### config.mk
export PLATFORM = sky130hd
export DESIGN_NAME = tdm_comms_engine_flat
export DESIGN_NICKNAME = d
export VERILOG_FILES = /design/src/rtl/tdm_comms_pkg.sv /design/src/rtl/tdm_comms_engine_if.sv /design/src/rtl/tdm_comms_engine_sync_fifo.sv /design/src/rtl/tdm_comms_engine.sv /design/src/flat_wrapper.sv
export SDC_FILE = /design/constraint.sdc
export NUM_CORES = 1
export LEC_CHECK = 0
export CAP_MARGIN = 10
export CORE_UTILIZATION = 50
export DETAILED_ROUTE_END_ITERATION = 10
export PLACE_DENSITY = 0.71
export SLEW_MARGIN = 20
export SYNTH_ARGS = -nofsm -noshare
export SYNTH_HDL_FRONTEND = slang
export SYNTH_SLANG_ARGS = --single-unit
export TNS_END_PERCENT = 20
### constraint.sdc
create_clock -name clk -period 5.3 [get_ports clk]
set_clock_uncertainty 0.15 [all_clocks]
set_input_delay 0.53 -clock clk [delete_from_list [all_inputs] [get_ports clk]]
set_output_delay 0.53 -clock clk [all_outputs]
set_load 0.01 [all_outputs]
### src/rtl/tdm_comms_pkg.sv
// tdm_comms_pkg: shared packet layout, field offsets and helpers for the TDM comms engine.
// Rev 1.0
`default_nettype none

package tdm_comms_pkg;

  localparam int DEF_DATA_W = 16;
  localparam int DEF_NODE_W = 7;
  localparam int DEF_CH     = 2;

  function automatic int ch_width(input int ch);
    return (ch <= 1) ? 1 : $clog2(ch);
  endfunction

  localparam int DEF_CH_W  = ch_width(DEF_CH);

  // Field offsets for the default layout {valid, dest, src, ch, data}
  localparam int DATA_LSB  = 0;
  localparam int CH_LSB    = DATA_LSB + DEF_DATA_W;
  localparam int SRC_LSB   = CH_LSB + DEF_CH_W;
  localparam int DEST_LSB  = SRC_LSB + DEF_NODE_W;
  localparam int VALID_BIT = DEST_LSB + DEF_NODE_W;

  localparam logic [DEF_NODE_W-1:0] BROADCAST_ID = {DEF_NODE_W{1'b1}};

  typedef struct packed {
    logic                  valid;
    logic [DEF_NODE_W-1:0] dest;
    logic [DEF_NODE_W-1:0] src;
    logic [DEF_CH_W-1:0]   ch;
    logic [DEF_DATA_W-1:0] data;
  } packet_t;

endpackage

`default_nettype wire

### src/rtl/tdm_comms_engine_if.sv
// tdm_comms_engine_if: GPP and data-plane bus signals of the TDM comms engine.
// Rev 1.0
`default_nettype none

interface tdm_comms_engine_if
  import tdm_comms_pkg::*;
#(
  parameter int DATA_W = 16,
  parameter int NODE_W = 7,
  parameter int CH     = 2
);
  localparam int CH_W  = ch_width(CH);
  localparam int PKT_W = 1 + 2 * NODE_W + CH_W + DATA_W;

  logic [NODE_W-1:0]    node_id;
  logic [NODE_W-1:0]    max_node;
  logic [PKT_W-1:0]     rx_packet;
  logic [PKT_W-1:0]     tx_packet;
  logic                 tx_valid;
  logic                 tx_ready;
  logic [NODE_W-1:0]    tx_dest;
  logic [CH_W-1:0]      tx_ch;
  logic [DATA_W-1:0]    tx_data;
  logic [CH-1:0]        rx_pop;
  logic [CH-1:0]        rx_empty;
  logic [CH*DATA_W-1:0] rx_data;
  logic [CH*NODE_W-1:0] rx_src;
  logic [CH-1:0]        rx_overflow;
  logic [NODE_W-1:0]    slot;

  modport master (
    output node_id, max_node, rx_packet, tx_valid, tx_dest, tx_ch, tx_data, rx_pop,
    input  tx_packet, tx_ready, rx_empty, rx_data, rx_src, rx_overflow, slot
  );

  modport slave (
    input  node_id, max_node, rx_packet, tx_valid, tx_dest, tx_ch, tx_data, rx_pop,
    output tx_packet, tx_ready, rx_empty, rx_data, rx_src, rx_overflow, slot
  );

endinterface

`default_nettype wire

### src/rtl/tdm_comms_engine_sync_fifo.sv
// sync_fifo: first-word-fall-through FIFO; push into a full FIFO succeeds only with a same-cycle pop.
// Rev 1.0
`default_nettype none

module sync_fifo #(
  parameter int WIDTH = 8,
  parameter int DEPTH = 4
) (
  input  logic             clk,
  input  logic             rst,
  input  logic             push,
  input  logic             pop,
  input  logic [WIDTH-1:0] din,
  output logic [WIDTH-1:0] dout,
  output logic             full,
  output logic             empty
);

  localparam int AW = (DEPTH > 1) ? $clog2(DEPTH) : 1;

  logic [WIDTH-1:0] mem [DEPTH];
  logic [AW:0]      wr_ptr;
  logic [AW:0]      rd_ptr;
  logic             do_push;
  logic             do_pop;

  assign empty   = (wr_ptr == rd_ptr);
  assign full    = (wr_ptr[AW] != rd_ptr[AW]) && (wr_ptr[AW-1:0] == rd_ptr[AW-1:0]);
  // A pop on an empty FIFO is dropped, so push+pop on empty leaves one entry
  assign do_pop  = pop && !empty;
  assign do_push = push && (!full || do_pop);
  assign dout    = empty ? '0 : mem[rd_ptr[AW-1:0]];

  always_ff @(posedge clk) begin
    if (rst) begin
      wr_ptr <= '0;
      rd_ptr <= '0;
    end else begin
      if (do_push) wr_ptr <= wr_ptr + 1'b1;
      if (do_pop)  rd_ptr <= rd_ptr + 1'b1;
    end
  end

  always_ff @(posedge clk) begin
    if (do_push) mem[wr_ptr[AW-1:0]] <= din;
  end

endmodule

`default_nettype wire

### src/rtl/tdm_comms_engine.sv
// tdm_comms_engine: slot-scheduled TX queue and destination-filtered per-channel RX queues.
// Rev 1.0. Optional macro TDM_BROADCAST_EN makes dest all-ones a broadcast address.
`default_nettype none

module tdm_comms_engine
  import tdm_comms_pkg::*;
#(
  parameter int DATA_W   = 16,
  parameter int NODE_W   = 7,
  parameter int CH       = 2,
  parameter int TX_DEPTH = 4,
  parameter int RX_DEPTH = 8
) (
  input logic               clk,
  input logic               rst,
  tdm_comms_engine_if.slave bus
);

  localparam int CH_W  = ch_width(CH);
  localparam int PKT_W = 1 + 2 * NODE_W + CH_W + DATA_W;
  localparam int TX_W  = NODE_W + CH_W + DATA_W;
  localparam int RX_W  = NODE_W + DATA_W;

  logic [NODE_W-1:0] slot_q;
  logic [PKT_W-1:0]  tx_pkt_q;

  always_ff @(posedge clk) begin
    if (rst) begin
      slot_q <= '0;
    end else if ((bus.max_node <= NODE_W'(1)) || (slot_q >= bus.max_node - NODE_W'(1))) begin
      slot_q <= '0;
    end else begin
      slot_q <= slot_q + 1'b1;
    end
  end

  assign bus.slot = slot_q;

  logic              tx_push;
  logic              tx_pop;
  logic              tx_full;
  logic              tx_empty;
  logic [TX_W-1:0]   tx_head;
  logic [NODE_W-1:0] tx_head_dest;
  logic [CH_W-1:0]   tx_head_ch;
  logic [DATA_W-1:0] tx_head_data;

  assign bus.tx_ready = !tx_full;
  assign tx_push      = bus.tx_valid && !tx_full;
  assign tx_pop       = (slot_q == bus.node_id) && !tx_empty;
  assign {tx_head_dest, tx_head_ch, tx_head_data} = tx_head;

  sync_fifo #(
    .WIDTH (TX_W),
    .DEPTH (TX_DEPTH)
  ) u_tx_fifo (
    .clk   (clk),
    .rst   (rst),
    .push  (tx_push),
    .pop   (tx_pop),
    .din   ({bus.tx_dest, bus.tx_ch, bus.tx_data}),
    .dout  (tx_head),
    .full  (tx_full),
    .empty (tx_empty)
  );

  always_ff @(posedge clk) begin
    if (rst) begin
      tx_pkt_q <= '0;
    end else if (tx_pop) begin
      tx_pkt_q <= {1'b1, tx_head_dest, bus.node_id, tx_head_ch, tx_head_data};
    end else begin
      tx_pkt_q <= '0;
    end
  end

  assign bus.tx_packet = tx_pkt_q;

  logic              rx_valid;
  logic [NODE_W-1:0] rx_dest;
  logic [NODE_W-1:0] rx_src_id;
  logic [CH_W-1:0]   rx_ch;
  logic [DATA_W-1:0] rx_payload;
  logic              dest_hit;
  logic              accept;

  assign {rx_valid, rx_dest, rx_src_id, rx_ch, rx_payload} = bus.rx_packet;

`ifdef TDM_BROADCAST_EN
  assign dest_hit = (rx_dest == bus.node_id) || (rx_dest == {NODE_W{1'b1}});
`else
  assign dest_hit = (rx_dest == bus.node_id);
`endif

  assign accept = rx_valid && dest_hit && (rx_src_id != bus.node_id);

  // Channels at or above CH match no FIFO and are silently discarded
  for (genvar c = 0; c < CH; c++) begin : g_rx
    logic            push;
    logic            full;
    logic            empty;
    logic            ovf_q;
    logic [RX_W-1:0] head;

    assign push = accept && (rx_ch == CH_W'(c));

    sync_fifo #(
      .WIDTH (RX_W),
      .DEPTH (RX_DEPTH)
    ) u_rx_fifo (
      .clk   (clk),
      .rst   (rst),
      .push  (push),
      .pop   (bus.rx_pop[c]),
      .din   ({rx_src_id, rx_payload}),
      .dout  (head),
      .full  (full),
      .empty (empty)
    );

    always_ff @(posedge clk) begin
      if (rst) begin
        ovf_q <= 1'b0;
      end else if (push && full && !bus.rx_pop[c]) begin
        ovf_q <= 1'b1;
      end
    end

    assign bus.rx_empty[c]                   = empty;
    assign bus.rx_overflow[c]                = ovf_q;
    assign bus.rx_src[c*NODE_W +: NODE_W]    = head[DATA_W +: NODE_W];
    assign bus.rx_data[c*DATA_W +: DATA_W]   = head[DATA_W-1:0];
  end

endmodule

`default_nettype wire

### src/flat_wrapper.sv
// flat-port wrapper written by rule: the top's interface ports become plain ports
module tdm_comms_engine_flat import tdm_comms_pkg::*;
#(
  parameter int DATA_W   = 16,
  parameter int NODE_W   = 7,
  parameter int CH       = 2,
  parameter int TX_DEPTH = 4,
  parameter int RX_DEPTH = 8
)
  (clk, rst, bus_node_id, bus_max_node, bus_rx_packet, bus_tx_valid, bus_tx_dest, bus_tx_ch, bus_tx_data, bus_rx_pop, bus_tx_packet, bus_tx_ready, bus_rx_empty, bus_rx_data, bus_rx_src, bus_rx_overflow, bus_slot);
  tdm_comms_engine_if #(.DATA_W(DATA_W), .NODE_W(NODE_W), .CH(CH)) bus_i ();
  input logic clk;
  input logic rst;
  input wire logic [$bits(bus_i.node_id)-1:0] bus_node_id;
  input wire logic [$bits(bus_i.max_node)-1:0] bus_max_node;
  input wire logic [$bits(bus_i.rx_packet)-1:0] bus_rx_packet;
  input wire logic [$bits(bus_i.tx_valid)-1:0] bus_tx_valid;
  input wire logic [$bits(bus_i.tx_dest)-1:0] bus_tx_dest;
  input wire logic [$bits(bus_i.tx_ch)-1:0] bus_tx_ch;
  input wire logic [$bits(bus_i.tx_data)-1:0] bus_tx_data;
  input wire logic [$bits(bus_i.rx_pop)-1:0] bus_rx_pop;
  output wire logic [$bits(bus_i.tx_packet)-1:0] bus_tx_packet;
  output wire logic [$bits(bus_i.tx_ready)-1:0] bus_tx_ready;
  output wire logic [$bits(bus_i.rx_empty)-1:0] bus_rx_empty;
  output wire logic [$bits(bus_i.rx_data)-1:0] bus_rx_data;
  output wire logic [$bits(bus_i.rx_src)-1:0] bus_rx_src;
  output wire logic [$bits(bus_i.rx_overflow)-1:0] bus_rx_overflow;
  output wire logic [$bits(bus_i.slot)-1:0] bus_slot;
  assign bus_i.node_id = bus_node_id;
  assign bus_i.max_node = bus_max_node;
  assign bus_i.rx_packet = bus_rx_packet;
  assign bus_i.tx_valid = bus_tx_valid;
  assign bus_i.tx_dest = bus_tx_dest;
  assign bus_i.tx_ch = bus_tx_ch;
  assign bus_i.tx_data = bus_tx_data;
  assign bus_i.rx_pop = bus_rx_pop;
  assign bus_tx_packet = bus_i.tx_packet;
  assign bus_tx_ready = bus_i.tx_ready;
  assign bus_rx_empty = bus_i.rx_empty;
  assign bus_rx_data = bus_i.rx_data;
  assign bus_rx_src = bus_i.rx_src;
  assign bus_rx_overflow = bus_i.rx_overflow;
  assign bus_slot = bus_i.slot;
  tdm_comms_engine #(.DATA_W(DATA_W), .NODE_W(NODE_W), .CH(CH), .TX_DEPTH(TX_DEPTH), .RX_DEPTH(RX_DEPTH)) u_core (.clk(clk), .rst(rst), .bus(bus_i));
endmodule
==> results of run 1 <==
## worst max-delay path: cells and delay by family, from the launching register on
| family | cells | cell delay [ns] |
|---|---|---|
| flops | 1 | 0.62 |
| simple gates | 3 | 1.14 |
| buf+inv | 2 | 0.72 |
| xor+xnor | 1 | 0.17 |
## state kept, by name (all words and copies together) (netlist names), named ones only
| name | cells |
|---|---|
| u_core.bus.slot | 7 |
| u_core.g_rx.ovf_q | 2 |
| u_core.u_tx_fifo.wr_ptr | 3 |
| u_core.u_tx_fifo.rd_ptr | 3 |
| u_core.g_rx.u_rx_fifo.wr_ptr | 8 |
| u_core.bus.tx_packet | 32 |
| u_core.u_tx_fifo.mem | 96 |
| u_core.g_rx.u_rx_fifo.mem | 368 |
| u_core.g_rx.u_rx_fifo.rd_ptr | 8 |
## worst max-delay path by stage
| stage | from | to |
|---|---|---|
| final | u_core.g_rx[1].u_rx_fifo.wr_ptr[2] | bus_rx_data[24] |
| after global routing | u_core.g_rx[1].u_rx_fifo.wr_ptr[1] | bus_rx_data[25] |
| after CTS | flip-flop | bus_rx_data[20] |
| after detailed placement | bus_node_id[1] | u_core.g_rx[0].u_rx_fifo.mem[1][11] |
| after global placement | bus_node_id[1] | u_core.g_rx[1].u_rx_fifo.mem[5][4] |
| after floorplan | bus_node_id[1] | u_core.g_rx[1].u_rx_fifo.mem[4][0] |
## stage by stage
stage | util [%] | setup WS (ns) | power [uW] | std cells
after global placement | 57.2 | 1.57 | 4950 | 1713
final | 61.5 | 1.34 | 8570 | 1808
after detailed placement | 57.2 | 1.46 | 4960 | 1713
after global routing | 61.5 | 1.12 | 8840 | 1808
after CTS | 61.5 | 1.26 | 8660 | 1808
after floorplan | - | 0.564 | 4800 | 1044
## cell families after synthesis
group                      share of synthesized area, %
buffers and inverters                              1.33
muxes                                              15.2
DFF                                                74.7
AOI/OAI and AO/OA                                 0.670
adders and majority gates                          1.16
xor gates and xnor gates                           2.39
and+or+nand+nor                                    4.52
## power by group through the flow
stage               combinational [uW]  sequential, uW  clock, uW
floorplan                         88.3            4720          0
global placement                   232            4720          0
detailed placement                 239            4720          0
CTS                                239            4630       3790
global route                       258            4630       3950
finish                             236            4630       3710
## cells in the final DEF, fill, tap and decap left out, types with 2 or more instances in the layout
cell type        netlist  final
clkbuf_1              27     12
mux4_2               116    116
nand2_1                8      8
nor4b_2                0      5
clkinvlp_4             0      3
nand3_1                9      9
dfxtp_2                0      3
dfxtp_1               71     67
nor3b_4                0      2
nand2b_1               5      5
nor4_2                 1      5
nor4_1                 8      4
and3_1                 7      7
mux2i_1               51     51
nor2_1                91     89
a21oi_1                4      4
o21ai_0                3      3
xor2_1                29     29
o211ai_1               2      2
bufinv_16              0      8
clkdlybuf4s50_1        0    164
nor3_2                 0      3
and2_1                 8      8
clkbuf_16              0     52
inv_1                 11     11
nor2b_1               25     25
buf_4                  4     32
ha_1                  19     19
clkinv_2               0      6
nor3_1                 5      2
nand4_1                3      3
xnor2_1               27     27
edfxtp_1             464    464
clkinv_1               0     11
nor2_2                 0      2
a31o_2                 2      2
## layout make-up
class / instances / area, sq um / area share, %
Clock buffer: 65 / 1360 / 5.51
Clock inverter: 30 / 359 / 1.46
Tap cell: 525 / 657 / 2.66
Timing Repair Buffer: 196 / 1880 / 7.63
Sequential cell: 535 / 15400 / 62.3
Inverter: 11 / 41.3 / 0.167
Multi-Input combinational cell: 446 / 5010 / 20.3
## layer usage
metal  vias to the layer above  wire, um
li1                       4517         -
met1                      5090     16200
met2                       241     20300
met3                        74      2210
met4                         0      1000
met5                         -         0
==> out/qor.yml, run 1 <==
pwr:
  power.share.switching_pct: 19.2
  p_per_area_mw_per_mm2: 348
  power_frac_clock_pct: 43.2
  p_int_uw: 6930
  p_sw_uw: 1650
  max-vdd-ir-drop_mv: 0.260
  p_comb_share_pct: 2.8
  p_leak_uw: 0.00780
  seq_power_share_pct: 54.0
grt:
  gr-usage-met1_pct: 24.5
  top_usage_layer: "met2"
  grt_pass1_vias: 10400
  grt.met2_usage_pct: 33.2
  antenna_found_initial: 1
  grt-ovfl-total: 0
  grt_usage_pct: 19.4
  use_met3_pct: 4.36
  grt_max_degree: 47
  grt_pass1_wl_um: 60400
logic_synthesis:
  syn_avg_cell_area_sq_um: 19.7
  ys.flop_type: "edfxtp_1"
  yosysTopAreaCellShare_pct: 67.8
  yosysWarnings: 0
  syn-cell-area_sq_mm: 0.0205
  yosysTopAreaCell: "edfxtp_1"
  ys_top_cells_by_count: "464 x edfxtp_1, 116 x mux4_2, 91 x nor2_1, 71 x dfxtp_1, 51 x mux2i_1"
  yosysUniqueCellTypes: 45
  synth-edff-count: 464
  synthCells: 1044
  yosysSeqAreaShare_pct: 74.7
  ys_async_sr_fraction_pct: 0
  ys_ff_latch: 535
  syn-num-nets: 1138
  synthTopCellsByArea: "edfxtp_1 68%, mux4_2 13%, dfxtp_1 6.9%"
  yosysMostFrequentCell: "edfxtp_1"
timing:
  setup_viol: 0
  max_slew_margin_pct: 25.5
  final.period_utilization_pct: 74.6
  hold_ws_ns: 0.341
  min_period_ns: 3.96
  tns_ns: 0
  tightest_slew_ns: 1.12
  hold_viol: 0
  rsz0062_at_grt: "false"
  finalMaxSlewViolations: 0
  fmax_mhz: 253
hold_path:
  hp-class: "reg -> reg"
  whs_path_depth: 2
  hp-start: "u_core.g_rx[1].ovf_q"
  hold_path_end: "u_core.g_rx[1].ovf_q"
placement:
  hpwl_um: 24400
  gp_congestion: 0.747
  port_buffers: 164
  dpl_cell_area_sq_mm: 0.0229
route:
  wl_per_cell_um: 22.0
  vias_per_cell: 5.49
  drtIter0Drc: 516
  num_vias: 9922
  firstDrtPassIters: 5
  ant_nets: 0
  drc: 0
  wirelength_um: 39800
cells_and_area:
  stdcell_area_sq_mm: 0.0247
  area.growth.synth_to_final_pct: 20.1
  fillers: 2838
  nNetsFinal: 1336
  diodes: 0
  layout-drive-gt1-share_pct: 19.1
floorplanning:
  die_y_um: 205
  dieArea_sq_mm: 0.0419
  start_util_pct: 51.2
  pin_count: 165
  die_x_um: 205
  core_area_sq_mm: 0.0401
  row_count: 73
clocking:
  cts_made_buffers: 52
  cts.sinks: 535
  h-tree-depth: 2
  cts_tree: "built"
  clk_latency_ns: 0.57
  cts_root_buffer: "clkbuf_16"
  path_clk_slew_ns: 0.06
  ctsResizeCount: 0
  clk_path_buf_depth: 3
  postCtsSetupBuffers: 0
  hold_buffers: 0
setup_path:
  r2r-end: "u_core.g_rx[1].u_rx_fifo.mem[5][6]"
  worstSetupPathType: "reg -> out"
  slowest_delay_ns: 0.90
  crit_chain: "xnor2_1 -> nand3_1 -> nor2_2 -> buf_4 -> nor2_1 -> clkdlybuf4s50_1"
  r2r_slack_ns: 2.31
  worstRegToRegCells: 7
  cp_max_fo: 23
  rr_startpoint: "u_core.g_rx[1].u_rx_fifo.wr_ptr[2]"
  endpoint_kind: "primary output"
  required_ns: 4.62
  start_kind: "flip-flop"
  arrival_ns: 3.28
  crit_slowest_cell: "nor2_2"
run:
  cap_viol_max_count: 0
run_status:
  outcome: "complete, no violations"
(Power assumes the default switching activity.)
==> run 2, diff against run 1 <==
Clock period 5.3 ns to 3.85 ns, I/O delays scaled along.
==> run 2 against run 1 <==
- critical path depth did not move
- critical endpoint is now bus_rx_data[13]
- utilization is 0.58 points higher
- largest cell class unchanged
- worst setup slack worse by 0.92 ns
- die area unchanged
- wire length fell by 0.64%
- largest power group unchanged
- non-clock buffer count rose by 10
- flip-flop and latch count unchanged
==> out/qor.yml, run 2 (synthesized netlist as in run 1, its figures left out) <==
setup_path:
  required_ns: 3.31  # -1.31 ns
  worstSetupPathType: "reg -> out"
  arrival_ns: 2.89  # -0.39 ns
  cp_max_fo: 15  # -35%
  start_kind: "flip-flop"
  endpoint_kind: "primary output"
floorplanning:
  row_count: 73  # unchanged
  start_util_pct: 51.2  # unchanged
  pin_count: 165  # unchanged
  dieArea_sq_mm: 0.0419  # unchanged
  core_area_sq_mm: 0.0401  # unchanged
  die_y_um: 205  # unchanged
  die_x_um: 205  # unchanged
grt:
  grt_pass1_wl_um: 61100  # +1.1%
  grt_max_degree: 47  # unchanged
  antenna_found_initial: 0  # -1
  grt-ovfl-total: 0  # unchanged
  grt_usage_pct: 19.4  # -0.038 points
  grt_pass1_vias: 10400  # -0.029%
timing:
  fmax_mhz: 292
  hold_viol: 0  # unchanged
  hold_ws_ns: 0.300  # -0.0412 ns
  finalMaxSlewViolations: 0  # unchanged
  max_slew_margin_pct: 48.7  # +23 points
  final.period_utilization_pct: 88.9
  min_period_ns: 3.42
  setup_viol: 0  # unchanged
  rsz0062_at_grt: "false"
  tightest_slew_ns: 0.763  # -0.354 ns
cells_and_area:
  mostFrequentLayoutCells: "464 x edfxtp_1, 164 x clkdlybuf4s50_1, 116 x mux4_2, 89 x nor2_1, 67 x dfxtp_1"
  nNetsFinal: 1346  # +0.75%
  diodes: 0  # unchanged
  regArea_sq_mm: 0.0154  # unchanged
  fillers: 2805  # -1.2%
  stdcell_count: 1821  # +0.72%
  stdcell_area_sq_mm: 0.0249  # +0.94%
  largest_reg_flops: 368  # unchanged
  layout-drive-gt1-share_pct: 20.8  # +1.7 points
  area.growth.synth_to_final_pct: 21.2
  final_common_cell: "edfxtp_1"
  multiInputGateArea_sq_mm: 0.00501  # +0.17%
route:
  drc: 0  # unchanged
  vias_per_cell: 5.47  # -0.24%
  drtIter0Drc: 540  # +4.7%
  wl_per_cell_um: 21.7  # -1.3%
  num_vias: 9969  # +0.47%
  firstDrtPassIters: 5  # unchanged
  wirelength_um: 39500  # -0.64%
  ant_nets: 0  # unchanged
clocking:
  ctsResizeCount: 0  # unchanged
  hold_buffers: 0  # unchanged
  cts_tree: "built"
  h-tree-depth: 2  # unchanged
  clk_path_buf_depth: 3  # unchanged
  clk_latency_ns: 0.57  # about the same
  path_clk_slew_ns: 0.06  # about the same
  cts_made_buffers: 52  # unchanged
  postCtsSetupBuffers: 0  # unchanged
  cts.sinks: 535  # unchanged
  cts_root_buffer: "clkbuf_16"
placement:
  gp_congestion: 0.768  # +2.8%
  port_buffers: 164  # unchanged
  dpl_cell_area_sq_mm: 0.0231  # +0.64%
  place_inst: 1723  # +0.58%
  hpwl_um: 24900  # +2.2%
pwr:
  p_per_area_mw_per_mm2: 480  # +38%
  p_total_uw: 11900  # +39%
  max-vdd-ir-drop_mv: 0.515  # +98%
  p_leak_uw: 0.00792  # +1.5%
run:
  cap_viol_max_count: 0  # unchanged
run_status:
  outcome: "complete, no violations"
hold_path:
  hp-class: "in -> reg"
[run 2: cell types whose count changed in the layout (fill, tap and decap cells not counted), sizes merged]
cell      before  now
clkbuf        65   62
clkinv        18   23
buf           32   42
clkinvlp       3    4
[run 2: metrics by stage]
step                TNS (ns)  worst slack, ns  util [%]
floorplan            -105.06           -0.734         -
global placement           0            0.445      57.6
detailed placement         0            0.394      57.6
CTS                        0            0.362      62.1
global route               0            0.201      62.1
finish                     0            0.428      62.1
[run 2: power by group]
group	total, uW	internal [uW]	switching [uW]	leakage (uW)
Sequential	6370	6350	20.0	0.00476
Combinational	334	154	179	0.00227
Clock	5240	3140	2090	0.000887
[run 2: worst paths after layout]
kind / slack (ns) / endpoint / from / cells after the start
max: 0.43 / bus_rx_data[13] / u_core.g_rx[0].u_rx_fifo.wr_ptr[0] / 6
max reg2reg: 1.05 / u_core.g_rx[1].u_rx_fifo.mem[2][5] / u_core.g_rx[1].u_rx_fifo.wr_ptr[1] / 7
min: 0.30 / u_core.u_tx_fifo.mem[0][22] / bus_tx_dest[5] / 1
min reg2reg: 0.34 / u_core.g_rx[0].ovf_q / u_core.g_rx[0].ovf_q / 2
[run 2: layout make-up]
class	instances	share of cell area, %
multi-input cells	446	20.1
flip-flops and latches	535	61.7
well taps	525	2.64
repair buffers	206	8.11
inverters	11	0.166
clock buffers	62	5.63
clock inverters	36	1.62
[run 2: routing by layer]
layer / GRT usage (%) / wire length (um)
met1: 25.8 / 17000
met2: 32.7 / 19900
met3: 4.49 / 2220
met4: 4.08 / 425
met5: 0 / 0
[run 2: critical path, stage by stage, from the launching register on]
cell and delay (ns):
dfxtp_1 0.62, xnor2_1 0.17, nand3_1 0.17, nor2_2 0.40
buf_4 0.32, nor2_1 0.13, clkdlybuf4s50_1 0.50
